**config.mk**
```make
export PLATFORM = sky130hd
export DESIGN_NAME = alu_sequencer_legv8_flat
export DESIGN_NICKNAME = d
export VERILOG_FILES = /design/src/rtl/alu_sequencer_legv8_if.sv /design/src/rtl/alu_sequencer_legv8.sv /design/src/flat_wrapper.sv
export SDC_FILE = /design/constraint.sdc
export NUM_CORES = 1
export LEC_CHECK = 0
export CAP_MARGIN = 20
export CORE_ASPECT_RATIO = 0.75
export CORE_MARGIN = 5
export CORE_UTILIZATION = 33
export DETAILED_ROUTE_END_ITERATION = 8
export GPL_TIMING_DRIVEN = 0
export MAX_ROUTING_LAYER = met4
export PLACE_DENSITY = 0.68
export SLEW_MARGIN = 5
export SYNTH_ARGS = -nofsm -noshare
export SYNTH_HDL_FRONTEND = slang
export SYNTH_SLANG_ARGS = --single-unit
export TNS_END_PERCENT = 1
```
**constraint.sdc**
```tcl
create_clock -name clock -period 2.4 [get_ports clock]
set_clock_uncertainty 0.05 [all_clocks]
set_input_delay 0.6 -clock clock [delete_from_list [all_inputs] [get_ports clock]]
set_output_delay 0.6 -clock clock [all_outputs]
set_load 0.005 [all_outputs]
```
**src/rtl/alu_sequencer_legv8_if.sv**
```systemverilog
// alu_sequencer_legv8_if
// Request/response channel between the execute control (master) and the
// ALU sequencer (slave).
//   req_valid/req_ready : request handshake
//   req_mul             : 1 = multiply, 0 = single ALU op
//   req_fs, req_c0      : ALU function select and carry-in (single op only)
//   req_a, req_b        : operands (MUL: A multiplicand, B multiplier)
//   rsp_valid/rsp_ready : response handshake
//   rsp_f, rsp_status   : result and ALU status (status is 0 for MUL)
interface alu_sequencer_legv8_if;
  logic        req_valid;
  logic        req_ready;
  logic        req_mul;
  logic [4:0]  req_fs;
  logic        req_c0;
  logic [63:0] req_a;
  logic [63:0] req_b;
  logic        rsp_valid;
  logic        rsp_ready;
  logic [63:0] rsp_f;
  logic [3:0]  rsp_status;

  modport master (
    output req_valid, req_mul, req_fs, req_c0, req_a, req_b, rsp_ready,
    input  req_ready, rsp_valid, rsp_f, rsp_status
  );

  modport slave (
    input  req_valid, req_mul, req_fs, req_c0, req_a, req_b, rsp_ready,
    output req_ready, rsp_valid, rsp_f, rsp_status
  );
endinterface

```
**src/rtl/alu_sequencer_legv8.sv**
```systemverilog
// alu_sequencer_legv8
// Owns the single ALU_LEGv8 instance and sequences it for one requester:
// either a one-cycle pass-through ALU operation or a 64-bit multiply built
// as an iterative shift-add that only uses the ALU's ADD function.
// Ports:
//   clock, reset_n : rising-edge clock, synchronous active-low reset
//   bus            : request/response channel (slave modport)
//   busy           : high whenever the sequencer is not idle
//   alu_a/b/fs/c0  : operands, function select and carry-in to the ALU
//   alu_f/status   : result and status from the ALU
// Parameter MUL_BITS (1..64): number of multiplier bits processed per MUL.
// Optional macro ALU_SEQ_EARLY_EXIT_EN: a MUL finishes as soon as the
// remaining multiplier bits are all zero.
module alu_sequencer_legv8 #(
  parameter int MUL_BITS = 64
) (
  input  logic                 clock,
  input  logic                 reset_n,
  alu_sequencer_legv8_if.slave bus,
  output logic                 busy,
  output logic [63:0]          alu_a,
  output logic [63:0]          alu_b,
  output logic [4:0]           alu_fs,
  output logic                 alu_c0,
  input  logic [63:0]          alu_f,
  input  logic [3:0]           alu_status
);

  typedef enum logic [2:0] {IDLE, OP, MADD, MDBL, RESP} state_t;

  localparam logic [4:0] FS_ADD   = 5'b01000;
  localparam logic [6:0] LAST_CNT = 7'(MUL_BITS);

  state_t      state_q, state_d;
  // opA doubles as the multiplicand M and opB as the multiplier Q during MUL
  logic [63:0] opA_q, opA_d;
  logic [63:0] opB_q, opB_d;
  logic [63:0] prod_q, prod_d;
  logic [4:0]  fs_q, fs_d;
  logic        c0_q, c0_d;
  logic [6:0]  cnt_q, cnt_d;
  logic [63:0] rspF_q, rspF_d;
  logic [3:0]  rspStatus_q, rspStatus_d;
  logic [6:0]  cntInc;
  logic        earlyExit;

`ifdef ALU_SEQ_EARLY_EXIT_EN
  assign earlyExit = (opB_q == 64'd0);
`else
  assign earlyExit = 1'b0;
`endif

  always_ff @(posedge clock) begin
    if (!reset_n) begin
      state_q     <= IDLE;
      opA_q       <= '0;
      opB_q       <= '0;
      prod_q      <= '0;
      fs_q        <= '0;
      c0_q        <= 1'b0;
      cnt_q       <= '0;
      rspF_q      <= '0;
      rspStatus_q <= '0;
    end else begin
      state_q     <= state_d;
      opA_q       <= opA_d;
      opB_q       <= opB_d;
      prod_q      <= prod_d;
      fs_q        <= fs_d;
      c0_q        <= c0_d;
      cnt_q       <= cnt_d;
      rspF_q      <= rspF_d;
      rspStatus_q <= rspStatus_d;
    end
  end

  always_comb begin
    state_d       = state_q;
    opA_d         = opA_q;
    opB_d         = opB_q;
    prod_d        = prod_q;
    fs_d          = fs_q;
    c0_d          = c0_q;
    cnt_d         = cnt_q;
    rspF_d        = rspF_q;
    rspStatus_d   = rspStatus_q;
    cntInc        = cnt_q + 7'd1;
    alu_a         = '0;
    alu_b         = '0;
    alu_fs        = '0;
    alu_c0        = 1'b0;
    bus.req_ready = 1'b0;
    bus.rsp_valid = 1'b0;

    case (state_q)
      IDLE: begin
        bus.req_ready = 1'b1;
        if (bus.req_valid) begin
          opA_d   = bus.req_a;
          opB_d   = bus.req_b;
          fs_d    = bus.req_fs;
          c0_d    = bus.req_c0;
          prod_d  = '0;
          cnt_d   = '0;
          state_d = bus.req_mul ? MADD : OP;
        end
      end
      OP: begin
        alu_a       = opA_q;
        alu_b       = opB_q;
        alu_fs      = fs_q;
        alu_c0      = c0_q;
        rspF_d      = alu_f;
        rspStatus_d = alu_status;
        state_d     = RESP;
      end
      MADD: begin
        // P + M; only kept when the current multiplier bit is set
        alu_a  = prod_q;
        alu_b  = opA_q;
        alu_fs = FS_ADD;
        if (earlyExit) begin
          rspF_d      = prod_q;
          rspStatus_d = '0;
          state_d     = RESP;
        end else begin
          if (opB_q[0]) begin
            prod_d = alu_f;
          end
          state_d = MDBL;
        end
      end
      MDBL: begin
        // M + M doubles the multiplicand; bit 63 carry is dropped (mod 2^64)
        alu_a  = opA_q;
        alu_b  = opA_q;
        alu_fs = FS_ADD;
        opA_d  = alu_f;
        opB_d  = opB_q >> 1;
        cnt_d  = cntInc;
        if (cntInc == LAST_CNT) begin
          rspF_d      = prod_q;
          rspStatus_d = '0;
          state_d     = RESP;
        end else begin
          state_d = MADD;
        end
      end
      RESP: begin
        bus.rsp_valid = 1'b1;
        if (bus.rsp_ready) begin
          state_d = IDLE;
        end
      end
      default: state_d = IDLE;
    endcase
  end

  assign bus.rsp_f      = rspF_q;
  assign bus.rsp_status = rspStatus_q;
  assign busy           = (state_q != IDLE);

endmodule

```
**src/flat_wrapper.sv**
```systemverilog
// flat-port wrapper written by rule: the top's interface ports become plain ports
module alu_sequencer_legv8_flat 
#(
  parameter int MUL_BITS = 64
)
  (clock, reset_n, busy, alu_a, alu_b, alu_fs, alu_c0, alu_f, alu_status, bus_req_valid, bus_req_mul, bus_req_fs, bus_req_c0, bus_req_a, bus_req_b, bus_rsp_ready, bus_req_ready, bus_rsp_valid, bus_rsp_f, bus_rsp_status);
  alu_sequencer_legv8_if bus_i ();
  input  logic clock;
  input  logic reset_n;
  output logic busy;
  output logic [63:0] alu_a;
  output logic [63:0] alu_b;
  output logic [4:0] alu_fs;
  output logic alu_c0;
  input  logic [63:0] alu_f;
  input  logic [3:0] alu_status;
  input wire logic [$bits(bus_i.req_valid)-1:0] bus_req_valid;
  input wire logic [$bits(bus_i.req_mul)-1:0] bus_req_mul;
  input wire logic [$bits(bus_i.req_fs)-1:0] bus_req_fs;
  input wire logic [$bits(bus_i.req_c0)-1:0] bus_req_c0;
  input wire logic [$bits(bus_i.req_a)-1:0] bus_req_a;
  input wire logic [$bits(bus_i.req_b)-1:0] bus_req_b;
  input wire logic [$bits(bus_i.rsp_ready)-1:0] bus_rsp_ready;
  output wire logic [$bits(bus_i.req_ready)-1:0] bus_req_ready;
  output wire logic [$bits(bus_i.rsp_valid)-1:0] bus_rsp_valid;
  output wire logic [$bits(bus_i.rsp_f)-1:0] bus_rsp_f;
  output wire logic [$bits(bus_i.rsp_status)-1:0] bus_rsp_status;
  assign bus_i.req_valid = bus_req_valid;
  assign bus_i.req_mul = bus_req_mul;
  assign bus_i.req_fs = bus_req_fs;
  assign bus_i.req_c0 = bus_req_c0;
  assign bus_i.req_a = bus_req_a;
  assign bus_i.req_b = bus_req_b;
  assign bus_i.rsp_ready = bus_rsp_ready;
  assign bus_req_ready = bus_i.req_ready;
  assign bus_rsp_valid = bus_i.rsp_valid;
  assign bus_rsp_f = bus_i.rsp_f;
  assign bus_rsp_status = bus_i.rsp_status;
  alu_sequencer_legv8 #(.MUL_BITS(MUL_BITS)) u_core (.clock(clock), .reset_n(reset_n), .bus(bus_i), .busy(busy), .alu_a(alu_a), .alu_b(alu_b), .alu_fs(alu_fs), .alu_c0(alu_c0), .alu_f(alu_f), .alu_status(alu_status));
endmodule
```
==> Yosys cells after proc, flatten, opt, wreduce, memory -nomap -nowiden <==
Cells that the tools add are included.
{ "classes": {"addsub": 1, "n_eq_ne": 9, "mux": 24, "n_reduce_logical": 12} }
{ "op_table": {"columns": ["cell", "count"], "rows": [
  ["64-bit one-hot mux with 2 select lines", 6],
  ["64-bit two-way mux", 5],
  ["3-bit one-hot mux with 5 select lines", 1],
  ["7-bit one-hot mux with 2 select lines", 1],
  ["5-bit one-hot mux with 2 select lines", 1],
  ["3-bit two-way mux", 3],
  ["4-bit one-hot mux with 2 select lines", 1],
  ["2-bit AND reduction", 4],
  ["7-bit by 1-bit adder with 7-bit output, second input constant", 1],
  ["7-bit == test, second input constant", 1],
  ["7-bit two-way mux", 1],
  ["3-bit by 2-bit == test with 1-bit output, second input constant", 2],
  ["2-bit nonzero test", 3],
  ["4-bit two-way mux", 1],
  ["2-bit by 1-bit inequality test with 1-bit output, second input constant", 2],
  ["2-bit inequality test, second input constant", 2],
  ["2-bit OR reduction", 2],
  ["3-bit by 1-bit == test with 1-bit output, second input constant", 1],
  ["3-bit == test, second input constant", 1],
  ["3-bit logical NOT", 1],
  ["1-bit two-way mux", 3],
  ["3-bit AND reduction", 1],
  ["3-bit nonzero test", 1],
  ["2-bit two-way mux", 1]
]} }
{ "totals": {"regBits": 276, "input_bits": 207, "output_inout_bits": 205, "elab_cells": 55} }

==> Logic depth before layout (Yosys ltp) <==
Gate-level depths: netlist (run 1).
{ "depth": {"word_depth": 4, "mapped_depth": 8, "ltp_nobuf": 6} }

==> Worst setup path after synthesis (run 1) <==
No wires, ideal clock.
{ "synth_timing": {"kind": "register to output", "startpoint": "reg u_core.state_q[2]", "endpoint": "out alu_a[10]", "arrival_ps": 1475, "setup_slack_ps": 275, "path_stages_with_launch": 7, "path_cell_list": "dfxtp_1 -> nor2_1 -> and2_1 -> clkbuf_1 -> clkbuf_1 -> clkbuf_1 -> a22o_1"} }
{ "synth_between": {"elab_chain_len": 3, "word_cells_on_any_way": 5, "cone_classes": "3 x eq/ne; 1 x mux; 1 x reduce/logical"} }
{ "synth_lines": {"columns": ["item", "line", "source"], "rows": [
  ["from (decl)", "alu_sequencer_legv8.sv:34", "state_t state_q, state_d;"],
  ["from (signal assigned)", "alu_sequencer_legv8.sv:65", "state_q <= state_d;"],
  ["3-bit by 1-bit == test with 1-bit output or 3-bit by 2-bit == test with 1-bit output (tied branches)", "alu_sequencer_legv8.sv:95", "case (state_q)"],
  ["2-bit OR reduction (no source line)", null, null],
  ["64-bit one-hot mux with 2 select lines (*)", "alu_sequencer_legv8.sv:95", null],
  ["to (decl)", "flat_wrapper.sv:11", "output logic [63:0] alu_a;"]
]} }
Mark *: on every way between the ends. The rest lies on a longest branch, timed or not.

==> Worst setup path after layout (run 1) <==
{ "layout_timing": {"startpoint": "reg u_core.state_q[1]", "endpoint": "out alu_b[7]"} }
{ "layout_between": {"elab_chain_len": 3, "word_cells_on_any_way": 5, "cone_classes": "3 x eq/ne; 1 x mux; 1 x reduce/logical"} }
{ "layout_lines": {"columns": ["item", "line", "source"], "rows": [
  ["3-bit by 2-bit == test with 1-bit output", "alu_sequencer_legv8.sv:95", null],
  ["2-bit OR reduction (no source line)", null, null],
  ["64-bit one-hot mux with 2 select lines (*)", "alu_sequencer_legv8.sv:95", null],
  ["to (decl)", "flat_wrapper.sv:12", "output logic [63:0] alu_b;"]
]} }
Marked as above.

==> impl_metrics.py, run 1 <==
metrics = {
    "logic_synthesis": {
        "synthArstFlopShare_pct": 0,
        "yosys.area.top_type_share_pct": 42.5,
        "syn_inst": 1570,
        "synth_edf_count": 0,
        "syn-cell-area_mm2": 0.0130,
        "synth_nets": 1778,
        "yosysWarnings": 0,
        "synth_flop_cell": "dfxtp_1",
        "synth_area_leader_cell": "dfxtp_1",
        "ys_top_cells_by_area": "dfxtp_1, nand2_1, a22o_1",
        "synth_seq_cells": 276,
        "avgSynthCellArea_um2": 8.27,
        "synth-seq-area-share_pct": 42.5,
        "ys_types": 41,
    },
    "sta": {
        "hold_viol": 0,
        "setup_slack_ps": -324,
        "max_slew_margin_pct": 27.5,
        "maxClockFrequency_ghz": 0.367,
        "finalCritPeriodShare_pct": 113,
        "slew_violations": 0,
        "setup_violations": 139,
        "post-route-min-period_ps": 2720,
        "worst_pin_slew_ps": 1090,
        "rsz0062_at_grt": "yes",
    },
    "cells_and_area": {
        "final_core_util_pct": 50.9,
        "fin_nets": 2272,
        "drive_gt1_share_pct": 17.3,
        "areaGrowthSynthToFinish_pct": 51.3,
        "fin_area_mm2": 0.0196,
    },
    "worst_setup_path": {
        "worst_setup_path_start_kind": "flop",
        "arrival_ps": 2070,
        "crit_required_ps": 1750,
        "path_class": "flop to output port",
        "endpoint_kind": "output port",
        "path_max_fanout": 10,
    },
    "worst_hold_path": {
        "worstHoldPathType": "flop to flop",
    },
    "status": {
        "violations": "setup timing",
        "outcome": "finished, violations left",
    },
    "pwr": {
        "p_leak_nw": 7.49,
        "max-vdd-ir-drop_v": 0.000482,
        "power_mw": 13.0,
        "p_per_area_mw_per_mm2": 660,
    },
    "route": {
        "first_pass_iters": 5,
        "drc": 0,
        "drtIter0Drc": 1571,
        "vias": 14800,
        "vias_per_cell": 5.67,
        "wirelength_mm": 63.2,
        "ant_nets": 0,
        "wl_per_cell_um": 24.2,
    },
    "floorplanning": {
        "rows": 62,
        "io-pin-count": 412,
        "chipWidth_um": 239,
        "fp.coreArea_mm2": 0.0386,
        "die_y_um": 182,
        "initial_core_util_pct": 33.7,
        "die_area_mm2": 0.0435,
    },
    "place": {
        "io_buffer_count": 410,
        "gp_congestion": 0.978,
        "dp_hpwl_mm": 46.6,
        "dpl-instance-area_mm2": 0.0177,
    },
    "clock_network": {
        "cts_root_buf": "clkbuf_16",
        "cts-buffers-inserted": 31,
        "insertion_delay_ps": 570,
        "cts_hold_buf": 0,
        "path_clk_slew_ps": 60,
        "htree_levels": 1,
        "clockBufferDepth": 3,
        "cts_sinks": 276,
        "cts_tree": "done",
    },
    "grt": {
        "grt_pass1_vias": 14200,
        "grt_pass1_wl_mm": 91.4,
        "grt_usage_pct": 28.1,
        "grt_antenna_before_repair": 15,
        "grt_overflow": 0,
        "grt_max_degree": 15,
    },
    "job": {
        "drv_cap": 0,
    },
}
-- cells by family after synthesis --
group           count (synthesis)  share of synthesized area (%)
buf+inv                       171                           5.87
simple gates                  569                           17.8
compound gates                488                           28.7
mux                            65                           5.01
fa+ha+maj                       1                         0.0963
flops                         276                           42.5
-- cell usage after synthesis (2+ instances only) --
cell      instances
a21boi_0          4
a31oi_1           2
o21ai_0           7
a211oi_1         47
nor2b_1           3
a311oi_1        127
clkbuf_1        112
dfxtp_1         276
or3_1             2
buf_2            33
a21oi_1         142
mux2i_1          65
a21o_1            2
nand2_1         335
nor2_1          135
nand3_1          67
a22o_1          128
o21a_1            5
and2_1           16
buf_4            15
a211oi_2         18
buf_1             5
buf_6             3
nor3_1            3
inv_1             2
-- placed cells by master (no fill, tap or decap), types with 10 or more instances in the layout --
master           count
a211oi_2            18
diode_2             15
a21oi_1            142
nand2_1            333
nor2_1             133
clkbuf_2            37
dfxtp_1            271
a22o_1             117
clkbuf_8            10
a22o_4              11
buf_2              103
buf_6               44
nand3_1             67
and2_1              15
a211oi_1            47
buf_4               34
a311oi_1           127
clkbuf_16           57
clkdlybuf4s50_1    279
clkbuf_1            81
mux2i_1             65
-- repair_timing --
item                       CTS  global route
pin swaps                   84            29
cloned                       5             0
setup endpoints to repair  352           298
resized for setup          641            78
buffers inserted            42             5
-- metrics by stage --
stage / instances / setup TNS, ps / worst slack (ps) / hold slack (ps)
6_report: 2609 / -29030 / -324 / 408
5_1_grt: 2609 / -37190 / -383 / 391
4_1_cts: 2589 / -34240 / -382 / 377
3_5_place_dp: 2492 / -271160 / -1400 / 395
3_3_place_gp: 2492 / -266860 / -1400 / 388
2_1_floorplan: 1570 / 0 / 275 / 382
-- power by group --
| part | switching (mW) | internal, mW | leakage [nW] |
|---|---|---|---|
| clock network | 1.96 | 2.62 | 0.462 |
| logic | 1.67 | 1.49 | 4.77 |
| registers | 0.291 | 4.93 | 2.26 |
| total | 3.93 | 9.04 | 7.49 |
-- layer usage --
metal  track usage (%)  share of wire (%)
met5                 -                  0
met1              36.7                 43
met3              8.30                 10
met4              8.35                3.4
met2              42.2                 44
-- area by class of cell --
| class | count | area [um^2] |
|---|---|---|
| fill | 3643 | 18900 |
| multi-input combinational | 1123 | 6870 |
| sequential | 276 | 5540 |
| timing repair buffer | 462 | 4220 |
| buffer | 167 | 1390 |
| clock buffer | 46 | 882 |
| tap | 512 | 641 |
| clock inverter | 5 | 60.1 |
| antenna | 15 | 37.5 |
| inverter | 3 | 11.3 |
-- path summary, 6_finish.rpt --
path                                        end  slack [ps]  cells after the start                           start
setup / recovery                       alu_b[7]        -320                      7  u_core.state_q[1]$_SDFFE_PN0P_
hold / removal         u_core.c0_q$_SDFFE_PN0P_         410                      2        u_core.c0_q$_SDFFE_PN0P_
setup reg to reg  u_core.opB_q[14]$_SDFFE_PN0P_         -20                      7  u_core.state_q[1]$_SDFFE_PN0P_
hold reg to reg        u_core.c0_q$_SDFFE_PN0P_         410                      2        u_core.c0_q$_SDFFE_PN0P_
-- worst max-delay path, stage by stage, from the launching register on --
cell       delay, ps
dfxtp_4          360
buf_6            110
nor2b_4          240
clkbuf_16        200
buf_6            100
buf_12           130
a22o_1           200
buf_2            140
-- state kept, by name (all words and copies together) (netlist names), 3 cells and up --
signal,cells
u_core.bus.rsp_status,4
u_core.bus.rsp_f,64
u_core.state_q,3
u_core.prod_q,64
u_core.fs_q,5
u_core.opB_q,64
u_core.opA_q,64
u_core.cnt_q,7
Power figures use the tool's default switching activity.
==> inputs of run 2 (changes only) <==
--- a/config.mk
+++ b/config.mk
@@ -10,9 +10,12 @@
 export CORE_MARGIN = 5
 export CORE_UTILIZATION = 33
 export DETAILED_ROUTE_END_ITERATION = 8
+export DONT_BUFFER_PORTS = 1
 export GPL_TIMING_DRIVEN = 0
 export MAX_ROUTING_LAYER = met4
-export PLACE_DENSITY = 0.68
+export PLACE_DENSITY = 0.55
+export RECOVER_POWER = 25
+export SKIP_CTS_REPAIR_TIMING = 1
 export SLEW_MARGIN = 5
 export SYNTH_ARGS = -nofsm -noshare
 export SYNTH_HDL_FRONTEND = slang
==> impl_metrics.py, run 2 (same netlist as run 1, synthesis figures left out) <==
metrics = {
    "pwr": {
        "p_per_area_mw_per_mm2": 772,
        "max-vdd-ir-drop_v": 0.000624,
        "p_leak_nw": 5.70,
        "power_mw": 12.1,
    },
    "status": {
        "violations": "setup timing",
        "outcome": "finished, violations left",
    },
    "worst_hold_path": {
        "min_path_cells": 2,
        "worstHoldStart": "bus_req_c0",
        "hold-path-endpoint": "u_core.c0_q$_SDFFE_PN0P_",
        "worstHoldPathType": "input pin to flop",
    },
    "sta": {
        "rsz0062_at_grt": "yes",
        "setup_violations": 148,
        "finalCritPeriodShare_pct": 107,
        "post-route-min-period_ps": 2580,
        "hold_viol": 0,
        "worst_pin_slew_ps": 891,
        "whs_ps": 106,
        "setup_slack_ps": -176,
        "max_slew_margin_pct": 40.6,
        "slew_violations": 0,
        "maxClockFrequency_ghz": 0.388,
    },
    "clock_network": {
        "clockBufferDepth": 3,
        "cts-buffers-inserted": 30,
        "cts_sinks": 276,
        "htree_levels": 1,
        "cts_root_buf": "clkbuf_16",
        "cts_tree": "done",
        "path_clk_slew_ps": 70,
        "insertion_delay_ps": 580,
    },
    "cells_and_area": {
        "areaGrowthSynthToFinish_pct": 21.0,
        "layout_commonest_cell": "nand2_1",
        "fin_nets": 1825,
        "drive_gt1_share_pct": 14.9,
        "mostFrequentLayoutCells": "nand2_1, dfxtp_1, a21oi_1",
    },
    "grt": {
        "grt_pass1_wl_mm": 86.3,
        "grt_overflow": 0,
        "grt_usage_pct": 26.9,
        "grt_antenna_before_repair": 6,
        "grt_pass1_vias": 12200,
        "grt_max_degree": 15,
    },
    "worst_setup_path": {
        "worst_setup_path_start_kind": "flop",
        "path_cells": "nor2_4, and2_4, buf_12, buf_12, clkbuf_16, a22o_1",
        "arrival_ps": 1930,
        "path_class": "flop to output port",
        "r2r_end": "u_core.opB_q[2]$_SDFFE_PN0P_",
        "crit_slowest_cell": "dfxtp_4",
        "crit_required_ps": 1750,
        "path_max_fanout": 8,
        "reg2reg_from": "u_core.state_q[1]$_SDFFE_PN0P_",
        "r2r_setup_slack_ps": -60,
        "endpoint_kind": "output port",
        "worst_path_largest_cell_delay_ps": 420,
        "path_common_cell": "buf_12",
        "worst_r2r_path_depth": 6,
    },
    "floorplanning": {
        "die_y_um": 182,
        "fp.coreArea_mm2": 0.0386,
        "die_area_mm2": 0.0435,
        "chipWidth_um": 239,
        "io-pin-count": 412,
        "rows": 62,
        "initial_core_util_pct": 33.7,
    },
    "route": {
        "wirelength_mm": 61.0,
        "drtIter0Drc": 1186,
        "first_pass_iters": 5,
        "vias_per_cell": 5.98,
        "drc": 0,
        "ant_nets": 0,
        "wl_per_cell_um": 28.4,
        "vias": 12900,
    },
    "job": {
        "drv_cap": 0,
    },
    "place": {
        "gp_congestion": 0.873,
        "io_buffer_count": 0,
        "dp_hpwl_mm": 45.6,
    },
}
[run 2: layout make-up]
type / count / area [um^2]
diodes: 6 / 15.0
plain buffers: 166 / 1130
clock buffers: 43 / 891
clock inverters: 4 / 23.8
fillers: 3842 / 22800
inverters: 3 / 11.3
multi-input cells: 1123 / 7250
flip-flops and latches: 276 / 5540
well taps: 512 / 641
repair buffers: 17 / 213
[run 2: worst max path at each step]
stage	startpoint	end	slack, ps
after floorplan	u_core.state_q[2]$_SDFFE_PN0P_	alu_a[10]	280
after global placement	u_core.state_q[2]$_SDFFE_PN0P_	alu_a[60]	-1020
after detailed placement	u_core.state_q[1]$_SDFFE_PN0P_	alu_b[9]	-780
after CTS	u_core.state_q[1]$_SDFFE_PN0P_	alu_b[42]	-1460
after global routing	u_core.state_q[2]$_SDFFE_PN0P_	alu_a[53]	-200
final	u_core.state_q[2]$_SDFFE_PN0P_	alu_a[48]	-180
[run 2: through the flow]
| stage | cell area, um^2 | worst slack [ps] | TNS, ps | utilization [%] | std cells |
|---|---|---|---|---|---|
| after global routing | 15700 | -198 | -21200 | 40.8 | 2150 |
| after floorplan | 13000 | 275 | 0 | - | 1570 |
| after detailed placement | 13700 | -776 | -190630 | 35.4 | 2084 |
| after CTS | 14600 | -1460 | -257180 | 37.8 | 2131 |
| after global placement | 13600 | -1020 | -203040 | 35.3 | 2082 |
| final | 15700 | -176 | -13350 | 40.8 | 2150 |
[run 2: routing by layer]
metal  up-vias  global-route usage, %  share of wire (%)
li1       5816                      -                  -
met1      6307                   34.1                 41
met2       644                   40.9                 45
met3        97                   9.31                 11
met4         0                   7.96                2.9
met5         -                      -                  0
[run 2: power by group]
part	total [mW]	internal [mW]	switching (mW)
combinational	2.31	0.844	1.46
clock	4.53	2.53	2.00
sequential	5.29	4.93	0.357
[run 2: critical path: cells and delay by family, from the launching register on]
kind	cells	cell delay, ps
DFF	1	420
and+or+nand+nor	2	190
AOI/OAI and AO/OA	1	260
buffers and inverters	3	460
==> inputs of run 3 (changes only) <==
--- a/config.mk
+++ b/config.mk
@@ -5,6 +5,7 @@
 export SDC_FILE = /design/constraint.sdc
 export NUM_CORES = 1
 export LEC_CHECK = 0
+export ABC_AREA = 1
 export CAP_MARGIN = 20
 export CORE_ASPECT_RATIO = 0.75
 export CORE_MARGIN = 5
==> impl_metrics.py, run 3 <==
metrics = {
    "route": {
        "drc": 0,
        "vias": 14400,
        "wl_per_cell_um": 24.5,
        "drtIter0Drc": 1274,
        "wirelength_mm": 63.2,
        "first_pass_iters": 7,
        "vias_per_cell": 5.58,
        "ant_nets": 0,
    },
    "clock_network": {
        "path_clk_slew_ps": 60,
        "cts_tree": "done",
        "cts-buffers-inserted": 31,
        "insertion_delay_ps": 570,
        "cts_root_buf": "clkbuf_16",
        "htree_levels": 1,
        "cts_sinks": 276,
        "clockBufferDepth": 3,
    },
    "cells_and_area": {
        "layout_commonest_cell": "nand2_1",
        "drive_gt1_share_pct": 16.7,
        "stdcell_count": 2577,
        "fillCellCount": 4302,
        "fin_nets": 2227,
        "mostFrequentLayoutCells": "nand2_1, dfxtp_1, inv_1",
        "fin_area_mm2": 0.0167,
        "areaGrowthSynthToFinish_pct": 23.6,
        "final_core_util_pct": 41.1,
    },
    "pwr": {
        "clkPwrFrac_pct": 35.5,
        "p_leak_nw": 6.61,
        "p_per_area_mw_per_mm2": 858,
        "switchingPower_mw": 4.96,
        "power_mw": 14.4,
        "max-vdd-ir-drop_v": 0.000678,
        "p_sw_share_pct": 34.5,
        "p_int_mw": 9.40,
        "pwr-share-comb_pct": 25.5,
        "seqPwrFrac_pct": 39.0,
    },
    "logic_synthesis": {
        "synth-seq-area-share_pct": 40.8,
        "syn_inst": 1976,
        "synth_common_cells": "nand2_1, dfxtp_1, o21ai_0, inv_1, nor2_1",
        "synth_edf_count": 0,
        "yosys.area.top_type_share_pct": 40.8,
        "ys_types": 28,
        "synth_flop_cell": "dfxtp_1",
        "yosysMostFrequentCell": "nand2_1",
        "synth_area_leader_cell": "dfxtp_1",
        "avgSynthCellArea_um2": 6.85,
        "synthArstFlopShare_pct": 0,
        "synth_seq_cells": 276,
        "yosysWarnings": 0,
        "syn-cell-area_mm2": 0.0135,
        "synth_nets": 2184,
        "ys_top_cells_by_area": "dfxtp_1, nand2_1, o21ai_0",
    },
    "floorplanning": {
        "initial_core_util_pct": 33.3,
        "chipWidth_um": 244,
        "die_area_mm2": 0.0452,
        "io-pin-count": 412,
        "rows": 64,
        "die_y_um": 185,
        "fp.coreArea_mm2": 0.0407,
    },
    "worst_setup_path": {
        "crit_required_ps": 1750,
        "path_class": "flop to output port",
        "path_max_fanout": 6,
        "worst_setup_path_start_kind": "flop",
        "endpoint_kind": "output port",
        "arrival_ps": 2030,
    },
    "status": {
        "violations": "setup timing",
        "outcome": "finished, violations left",
    },
    "sta": {
        "hold_viol": 0,
        "maxClockFrequency_ghz": 0.373,
        "worst_pin_slew_ps": 1060,
        "slew_violations": 0,
        "rsz0062_at_grt": "yes",
        "post-route-min-period_ps": 2680,
        "setup_violations": 134,
        "finalCritPeriodShare_pct": 112,
        "max_slew_margin_pct": 29.0,
        "setup_slack_ps": -282,
    },
    "grt": {
        "grt_pass1_vias": 13600,
        "grt_pass1_wl_mm": 89.4,
        "grt_max_degree": 15,
        "grt_usage_pct": 26.7,
        "grt_overflow": 0,
        "grt_antenna_before_repair": 7,
    },
    "place": {
        "place_ws_ps": -1130,
        "dp_hpwl_mm": 47.7,
        "dpl-instance-area_mm2": 0.0142,
        "io_buffer_count": 0,
        "place_inst": 2507,
        "gp_congestion": 0.928,
    },
    "job": {
        "drv_cap": 0,
    },
    "worst_hold_path": {
        "worstHoldPathType": "input pin to flop",
    },
}
-- run 3: cell types whose count changed after synthesis, moves of 32 or more --
cell	delta
mux2i_1	-65
a211oi_1	-33
o22ai_1	+65
a21oi_1	-60
a31oi_1	+125
a211oi_2	+32
inv_1	+208
a311oi_1	-127
a22o_1	-128
nand2_1	+142
o21ai_0	+246
-- run 3: layer usage --
metal	up-vias	global-route usage, %	wire (um)	part of all wire [%]
li1	6672	-	-	-
met1	6865	34.0	26300	42
met2	714	39.7	27100	43
met3	119	9.46	7570	12
met4	0	8.87	2300	3.6
met5	-	-	0	0
-- run 3: layout make-up --
type                            instances  area (um^2)  area share, %
Clock inverter                          7         90.1          0.539
Inverter                              217          827           4.94
Antenna cell                            6         15.0         0.0898
Timing Repair Buffer                   11          203           1.21
Tap cell                              528          661           3.95
Clock buffer                           50          987           5.90
Sequential cell                       276         5530           33.1
Multi-Input combinational cell       1312         7420           44.3
Buffer                                170          996           5.95
-- run 3: cell families (layout without fill, tap and decap cells) --
family | after synthesis | in the layout | share of synthesized area [%]
buffers and inverters | 388 | 455 | 11.3
AND/OR/NAND/NOR | 704 | 704 | 20.5
adder cells (fa/ha/maj) | 1 | 1 | 0.0924
other | 0 | 6 | 0
flip-flops | 276 | 276 | 40.8
AO/OA/AOI/OAI | 607 | 607 | 27.3
-- run 3: worst max-delay path, cell delays in order, from the launching register on --
cell and delay (ps):
dfxtp_4 400, inv_2 50, nor3_4 250, inv_2 90, nand2_2 90, inv_4 50, buf_12 140, clkbuf_16 180
o21ai_4 200
-- run 3: stage by stage --
| stage | setup TNS [ps] | hold WS [ps] |
|---|---|---|
| 2_1_floorplan | 0 | 375 |
| 3_3_place_gp | -109070 | 388 |
| 3_5_place_dp | -93310 | 396 |
| 4_1_cts | -178740 | 98.8 |
| 5_1_grt | -41160 | 110 |
| 6_report | -28580 | 121 |
-- run 3: worst paths after layout --
check	from	to	slack (ps)	cells after the start
max	u_core.state_q[1]$_SDFFE_PN0P_	alu_b[38]	-280	8
min	alu_status[3]	u_core.bus.rsp_status[3]$_SDFFE_PN0P_	120	2
max reg2reg	u_core.cnt_q[0]$_SDFFE_PN0P_	u_core.bus.rsp_f[3]$_SDFFE_PN0P_	20	11
min reg2reg	u_core.fs_q[1]$_SDFFE_PN0P_	u_core.fs_q[1]$_SDFFE_PN0P_	420	2
-- run 3: power groups by stage --
| stage | Clock, mW | Combinational (mW) | Sequential (mW) |
|---|---|---|---|
| global placement | 0 | 2.94 | 5.66 |
| global route | 5.32 | 4.01 | 5.66 |
| finish | 5.10 | 3.67 | 5.60 |
| CTS | 5.14 | 3.00 | 5.58 |
| detailed placement | 0 | 2.99 | 5.67 |
| floorplan | 0 | 2.02 | 5.57 |
